**src/rtl/iob_pcie_chnl_host.sv**
```systemverilog
// iob_pcie_chnl_host: host-side end of the PCIe channel handshake.
// Issues CHNL_RX transactions and accepts CHNL_TX transactions.
module iob_pcie_chnl_host #(
  parameter int DATA_W           = 32,
  parameter int C_PCI_DATA_WIDTH = 64,
  parameter int ACK_TIMEOUT      = 1024
) (
  input  logic                        clk,
  input  logic                        rst,
  input  logic                        rx_req_i,
  output logic                        rx_req_ready_o,
  input  logic [DATA_W-1:0]           rx_len_i,
  input  logic [DATA_W-2:0]           rx_off_i,
  input  logic                        rx_last_i,
  input  logic [C_PCI_DATA_WIDTH-1:0] src_data_i,
  input  logic                        src_valid_i,
  output logic                        src_ready_o,
  output logic                        rx_timeout_o,
  output logic                        CHNL_RX_o,
  output logic                        CHNL_RX_LAST_o,
  output logic [DATA_W-1:0]           CHNL_RX_LEN_o,
  output logic [DATA_W-2:0]           CHNL_RX_OFF_o,
  output logic [C_PCI_DATA_WIDTH-1:0] CHNL_RX_DATA_o,
  output logic                        CHNL_RX_DATA_VALID_o,
  input  logic                        CHNL_RX_DATA_REN_i,
  input  logic                        CHNL_RX_ACK_i,
  input  logic                        CHNL_TX_i,
  input  logic                        CHNL_TX_LAST_i,
  input  logic [DATA_W-1:0]           CHNL_TX_LEN_i,
  input  logic [DATA_W-2:0]           CHNL_TX_OFF_i,
  input  logic [C_PCI_DATA_WIDTH-1:0] CHNL_TX_DATA_i,
  input  logic                        CHNL_TX_DATA_VALID_i,
  output logic                        CHNL_TX_DATA_REN_o,
  output logic                        CHNL_TX_ACK_o,
  output logic [C_PCI_DATA_WIDTH-1:0] snk_data_o,
  output logic                        snk_valid_o,
  input  logic                        snk_ready_i,
  output logic [DATA_W-1:0]           tx_len_o,
  output logic                        tx_last_o,
  output logic                        tx_done_o,
  output logic                        tx_short_o
);

  localparam int TW = $clog2(ACK_TIMEOUT);

  typedef enum logic [1:0] {
    RX_IDLE, RX_REQ, RX_DATA, RX_FIN
  } rx_st_e;

  typedef enum logic [1:0] {
    TX_IDLE, TX_ACK, TX_DATA, TX_DONE
  } tx_st_e;

  // Odd lengths round up; the extra bit keeps all-ones from wrapping.
  function automatic logic [DATA_W-1:0] nwords(
    input logic [DATA_W-1:0] len
  );
    logic [DATA_W:0] s;
    s = {1'b0, len} + {{DATA_W{1'b0}}, 1'b1};
    return s[DATA_W:1];
  endfunction

  rx_st_e              rx_st_q, rx_st_d;
  logic [DATA_W-1:0]   rx_len_q, rx_len_d;
  logic [DATA_W-2:0]   rx_off_q, rx_off_d;
  logic                rx_last_q, rx_last_d;
  logic [DATA_W-1:0]   rx_cnt_q, rx_cnt_d;
  logic [TW-1:0]       rx_tmo_q, rx_tmo_d;

  tx_st_e              tx_st_q, tx_st_d;
  logic [DATA_W-1:0]   tx_len_q, tx_len_d;
  logic                tx_last_q, tx_last_d;
  logic [DATA_W-1:0]   tx_cnt_q, tx_cnt_d;
  logic                tx_done_q, tx_done_d;
  logic                tx_short_q, tx_short_d;

  logic                tx_off_unused;

  assign tx_off_unused = ^CHNL_TX_OFF_i;

  always_ff @(posedge clk or negedge rst) begin
    if (!rst) begin
      rx_st_q    <= RX_IDLE;
      rx_len_q   <= '0;
      rx_off_q   <= '0;
      rx_last_q  <= 1'b0;
      rx_cnt_q   <= '0;
      rx_tmo_q   <= '0;
      tx_st_q    <= TX_IDLE;
      tx_len_q   <= '0;
      tx_last_q  <= 1'b0;
      tx_cnt_q   <= '0;
      tx_done_q  <= 1'b0;
      tx_short_q <= 1'b0;
    end else begin
      rx_st_q    <= rx_st_d;
      rx_len_q   <= rx_len_d;
      rx_off_q   <= rx_off_d;
      rx_last_q  <= rx_last_d;
      rx_cnt_q   <= rx_cnt_d;
      rx_tmo_q   <= rx_tmo_d;
      tx_st_q    <= tx_st_d;
      tx_len_q   <= tx_len_d;
      tx_last_q  <= tx_last_d;
      tx_cnt_q   <= tx_cnt_d;
      tx_done_q  <= tx_done_d;
      tx_short_q <= tx_short_d;
    end
  end

  always_comb begin
    rx_st_d              = rx_st_q;
    rx_len_d             = rx_len_q;
    rx_off_d             = rx_off_q;
    rx_last_d            = rx_last_q;
    rx_cnt_d             = rx_cnt_q;
    rx_tmo_d             = '0;
    rx_req_ready_o       = 1'b0;
    rx_timeout_o         = 1'b0;
    CHNL_RX_o            = 1'b0;
    CHNL_RX_DATA_o       = '0;
    CHNL_RX_DATA_VALID_o = 1'b0;
    src_ready_o          = 1'b0;
    unique case (rx_st_q)
      RX_IDLE: begin
        rx_req_ready_o = rst;
        if (rx_req_i) begin
          rx_len_d  = rx_len_i;
          rx_off_d  = rx_off_i;
          rx_last_d = rx_last_i;
          rx_cnt_d  = nwords(rx_len_i);
          rx_st_d   = RX_REQ;
        end
      end
      RX_REQ: begin
        CHNL_RX_o = 1'b1;
        rx_tmo_d  = rx_tmo_q + TW'(1);
        if (CHNL_RX_ACK_i) begin
          rx_st_d = (rx_cnt_q == '0) ? RX_FIN : RX_DATA;
        end else if (rx_tmo_q == TW'(ACK_TIMEOUT - 1)) begin
          rx_timeout_o = 1'b1;
          rx_st_d      = RX_FIN;
        end
      end
      RX_DATA: begin
        CHNL_RX_o            = 1'b1;
        CHNL_RX_DATA_VALID_o = src_valid_i;
        CHNL_RX_DATA_o       = src_data_i;
        src_ready_o          = CHNL_RX_DATA_REN_i;
        if (src_valid_i && CHNL_RX_DATA_REN_i) begin
          rx_cnt_d = rx_cnt_q - DATA_W'(1);
          if (rx_cnt_q == DATA_W'(1)) rx_st_d = RX_FIN;
        end
      end
      RX_FIN:  rx_st_d = RX_IDLE;
      default: rx_st_d = RX_IDLE;
    endcase
  end

  assign CHNL_RX_LEN_o  = rx_len_q;
  assign CHNL_RX_OFF_o  = rx_off_q;
  assign CHNL_RX_LAST_o = rx_last_q;

  always_comb begin
    tx_st_d            = tx_st_q;
    tx_len_d           = tx_len_q;
    tx_last_d          = tx_last_q;
    tx_cnt_d           = tx_cnt_q;
    tx_short_d         = 1'b0;
    CHNL_TX_ACK_o      = 1'b0;
    CHNL_TX_DATA_REN_o = 1'b0;
    snk_valid_o        = 1'b0;
    snk_data_o         = '0;
    unique case (tx_st_q)
      TX_IDLE: begin
        if (CHNL_TX_i) begin
          tx_len_d  = CHNL_TX_LEN_i;
          tx_last_d = CHNL_TX_LAST_i;
          tx_cnt_d  = nwords(CHNL_TX_LEN_i);
          tx_st_d   = TX_ACK;
        end
      end
      TX_ACK: begin
        CHNL_TX_ACK_o = 1'b1;
        tx_st_d = (tx_cnt_q == '0) ? TX_DONE : TX_DATA;
      end
      TX_DATA: begin
        CHNL_TX_DATA_REN_o = snk_ready_i;
        snk_valid_o        = CHNL_TX_DATA_VALID_i;
        snk_data_o         = CHNL_TX_DATA_i;
        if (CHNL_TX_DATA_VALID_i && snk_ready_i) begin
          tx_cnt_d = tx_cnt_q - DATA_W'(1);
        end
        if (tx_cnt_d == '0) begin
          tx_st_d = TX_DONE;
        end else if (!CHNL_TX_i) begin
          tx_st_d    = TX_DONE;
          tx_short_d = 1'b1;
        end
      end
      TX_DONE: begin
        if (!CHNL_TX_i) tx_st_d = TX_IDLE;
      end
      default: tx_st_d = TX_IDLE;
    endcase
  end

  // Done pulses only on the cycle DONE is first entered.
  assign tx_done_d  = (tx_st_d == TX_DONE) && (tx_st_q != TX_DONE);
  assign tx_done_o  = tx_done_q;
  assign tx_short_o = tx_short_q;
  assign tx_len_o   = tx_len_q;
  assign tx_last_o  = tx_last_q;

endmodule
```
**config.mk**
```make
export PLATFORM = sky130hd
export DESIGN_NAME = iob_pcie_chnl_host
export DESIGN_NICKNAME = d
export VERILOG_FILES = /design/src/rtl/iob_pcie_chnl_host.sv
export SDC_FILE = /design/constraint.sdc
export NUM_CORES = 1
export LEC_CHECK = 0
export CAP_MARGIN = 25
export CORE_MARGIN = 3
export CORE_UTILIZATION = 31
export CTS_BUF_LIST = sky130_fd_sc_hd__clkbuf_8
export DETAILED_ROUTE_END_ITERATION = 6
export SYNTH_ARGS = -nofsm -noshare
export SYNTH_HDL_FRONTEND = slang
export SYNTH_SLANG_ARGS = --single-unit
```
**constraint.sdc**
```tcl
create_clock -name clk -period 4.27 [get_ports clk]
set_clock_uncertainty 0.15 [all_clocks]
set_input_delay 0.427 -clock clk [delete_from_list [all_inputs] [get_ports clk]]
set_output_delay 0.427 -clock clk [all_outputs]
set_load 0.03 [all_outputs]
```
==> flow_summary.json <==
{
  "outcome": "completed",
  "ios": 500,
  "synth_warnings": 0,
  "slew_viol_final": 0,
  "dominantRegCellSynth": "dfrtp_1",
  "antenna_found_initial": 4,
  "clock_path_buffers": 2,
  "synthesis.nets": 1515,
  "die_w_um": 193,
  "yosysMostFrequentCell": "nand2_1",
  "synth-seq-cells": 177,
  "muxShareOfSynthArea_pct": 6.92,
  "cpLargestDelayFamily": "buffers and inverters",
  "syn-instance-count": 1240,
  "synthesis.area_um2": 10900,
  "cp_slowest_cell": "clkdlybuf4s50_1",
  "maxClockFrequency_mhz": 284,
  "cts_resized": 0,
  "coreArea_um2": 34000,
  "gp_congestion": 0.967,
  "ys_types": 69,
  "cts_sinks": 177,
  "synthDominantCellAreaShare_pct": 40.8,
  "holdCritPathClass": "in -> async",
  "seq_area_frac_synth_pct": 40.8,
  "synth_fa_ha_area_share_pct": 1.15,
  "p_leak_nw": 6.41,
  "irDropWorstVdd_uv": 310,
  "worst_hold_slack_ns": 0.172,
  "grt_use_total_pct": 21.1,
  "synth-simple-area-share_pct": 29.6,
  "gr-total-overflow": 0,
  "clkSlewWorstSetupHoldPaths_ns": 0.10,
  "finalSetupViolCount": 0,
  "worstPathRequired_ns": 3.69,
  "layout_setup_ws_ns": 0.743,
  "numCtsBuffers": 17,
  "grt_max_degree": 84,
  "dieArea_um2": 37300,
  "dp_hpwl_um": 31800,
  "path_max_fanout": 83,
  "netlist_top_cells_area": "dfrtp_1, and2_1, mux2_2",
  "nets": 1958,
  "fin_crit_ns": 3.53,
  "dr_total_vias": 11000,
  "crit_start": "rx_st_q[0]",
  "clock_latency_ns": 0.48,
  "dp_slack_ns": 0.584,
  "grt_pass1_wl_um": 61300,
  "vias_per_cell": 5.11,
  "power_mw": 11.0,
  "path_cells": "inv_1, ha_4, buf_4, and2_1, clkdlybuf4s50_1",
  "cts_root_buf": "clkbuf_8",
  "wl_um": 41000,
  "setup_tns_ns": 0,
  "cts_setup_buffers": 0,
  "power.internal_mw": 5.75,
  "relSlewSlack_pct": 36.6,
  "p_clk_share_pct": 11.2,
  "synth_top_family_by_area": "simple AND/OR/NAND/NOR gates",
  "cp-endpoint": "CHNL_RX_DATA_VALID_o",
  "crit_cells": 5,
  "end_kind": "primary output",
  "cp_data_arrival_time_ns": 2.95,
  "swShare_pct": 47.8,
  "fin_crit_sh_pct": 82.6,
  "async_reset_ff_share_pct": 100,
  "layout-drive-gt1-share_pct": 8.73,
  "dieHeight_um": 193,
  "r2r_slack_ns": 0.78,
  "cap_violations": 0,
  "timing.critical_path.buf_inv": 3,
  "synth-xor-area-share_pct": 6.21,
  "cts_max_level": 4,
  "dr.first_iter.drc_count": 845,
  "comb_power_share_pct": 60.8,
  "synth_edf_count": 0,
  "initial_core_util_pct": 31.9,
  "r2r_start": "tx_cnt_q[0]",
  "synth_common_cells": "nand2_1, dfrtp_1, and2_1",
  "avgSynthCellArea_um2": 8.75,
  "cts_hold_buf": 1,
  "first_pass_iters": 5,
  "io_buffers": 468,
  "p_seq_share_pct": 28.0,
  "cpPeakStageDelay_ns": 0.69,
  "switching_power_mw": 5.26,
  "wl_per_cell_um": 19.1,
  "rows": 67,
  "synth_compound_area_share_pct": 11.9,
  "drc": 0,
  "syn_to_final_growth_pct": 51.5,
  "worst-setup-path-type": "reg -> out",
  "r2r_end": "tx_st_q[0]",
  "grt_pass1_vias": 10800,
  "final_hold_viol_count": 0,
  "worstSetupStartpointType": "register",
  "r2r_cells": 10,
  "tritoncts": "built",
  "yosysTopAreaCell": "dfrtp_1",
  "rsz0062_at_grt": "no",
  "worst_slew_pin_slew_ns": 0.948,
  "p_per_area_nw_per_um2": 670,
  "detail-route-antenna-nets": 0
}
[layer usage]
metal / track usage [%] / up-vias / routed length, um
li1: - / 5208 / -
met1: 23.7 / 5223 / 15300
met2: 37.9 / 478 / 20700
met3: 6.78 / 56 / 3850
met4: 6.87 / 4 / 1110
met5: 0 / - / 27
[sequential cells by signal, summed over array words and instances, names as in the netlist, 2 cells and up]
name / cells
CHNL_RX_LEN_o: 32
rx_cnt_q: 32
tx_cnt_q: 32
tx_len_o: 32
CHNL_RX_OFF_o: 31
rx_tmo_q: 10
rx_st_q: 2
tx_st_q: 2
[power by group through the flow]
stage / sequential (mW) / combinational (mW) / clock [mW]
final: 3.08 / 6.69 / 1.24
after global routing: 3.20 / 7.20 / 1.33
after CTS: 3.07 / 6.76 / 1.28
after detailed placement: 3.10 / 6.74 / 0
after global placement: 3.06 / 6.68 / 0
after floorplan: 3.83 / 3.21 / 0
[worst min path at each step]
| stage | from | end | slack, ns |
|---|---|---|---|
| 2_1_floorplan | rst | CHNL_RX_LAST_o | -0.02 |
| 3_5_place_dp | rst | CHNL_RX_OFF_o[6] | 0.13 |
| 3_3_place_gp | rst | CHNL_RX_OFF_o[6] | 0.13 |
| 4_1_cts | rst | CHNL_RX_OFF_o[6] | 0.15 |
| 6_report | rst | CHNL_RX_OFF_o[6] | 0.17 |
| 5_1_grt | rst | CHNL_RX_OFF_o[6] | 0.15 |
[cells by family after synthesis]
| family | after synthesis |
|---|---|
| adder cells (fa/ha/maj) | 10 |
| AND/OR/NAND/NOR | 616 |
| flip-flops | 177 |
| buffers and inverters | 84 |
| multiplexers | 67 |
| AO/OA/AOI/OAI | 209 |
| XOR/XNOR | 77 |
[cell usage in the layout, fill, tap and decap left out, types with 13 or more instances in the layout]
master and n:
clkdlybuf4s50_1 467, nand2_1 186, dfrtp_1 177, and2_1 144
a21oi_1 73, nor2_1 68, mux2_2 64, o21ai_0 53
nand3_1 52, xor2_1 40, xnor2_1 37, nor3_1 36
buf_4 26, nand4_1 21, or3_1 17, clkbuf_8 17
and3_1 15, nor4_1 15, inv_1 13, o22ai_1 13
o22a_1 13
[area by class of cell]
class / count / area, um^2
clock inverter: 15 / 168
fill: 3255 / 17600
clock buffer: 17 / 234
inverter: 13 / 48.8
timing repair buffer: 495 / 4890
antenna: 2 / 5.00
multi-input combinational: 979 / 6100
tap: 448 / 561
sequential: 177 / 4430
[worst register-to-register path: cells and delay by family, from the launching register on]
kind | cells | cell delay (ns)
adders and majority gates | 1 | 0.22
DFF | 1 | 0.46
and+or+nand+nor | 5 | 2.06
buffers and inverters | 1 | 0.11
AOI/OAI and AO/OA | 3 | 0.43
[per-stage QoR]
step           area [um^2]  utilization [%]  cells
4_1_cts              16400             48.3   2144
3_5_place_dp         16000             47.1   2111
6_report             16400             48.3   2146
2_1_floorplan        10900                -   1240
3_3_place_gp         16000             47.1   2111
5_1_grt              16400             48.3   2144
No activity file was read; power rests on OpenSTA's default activity.
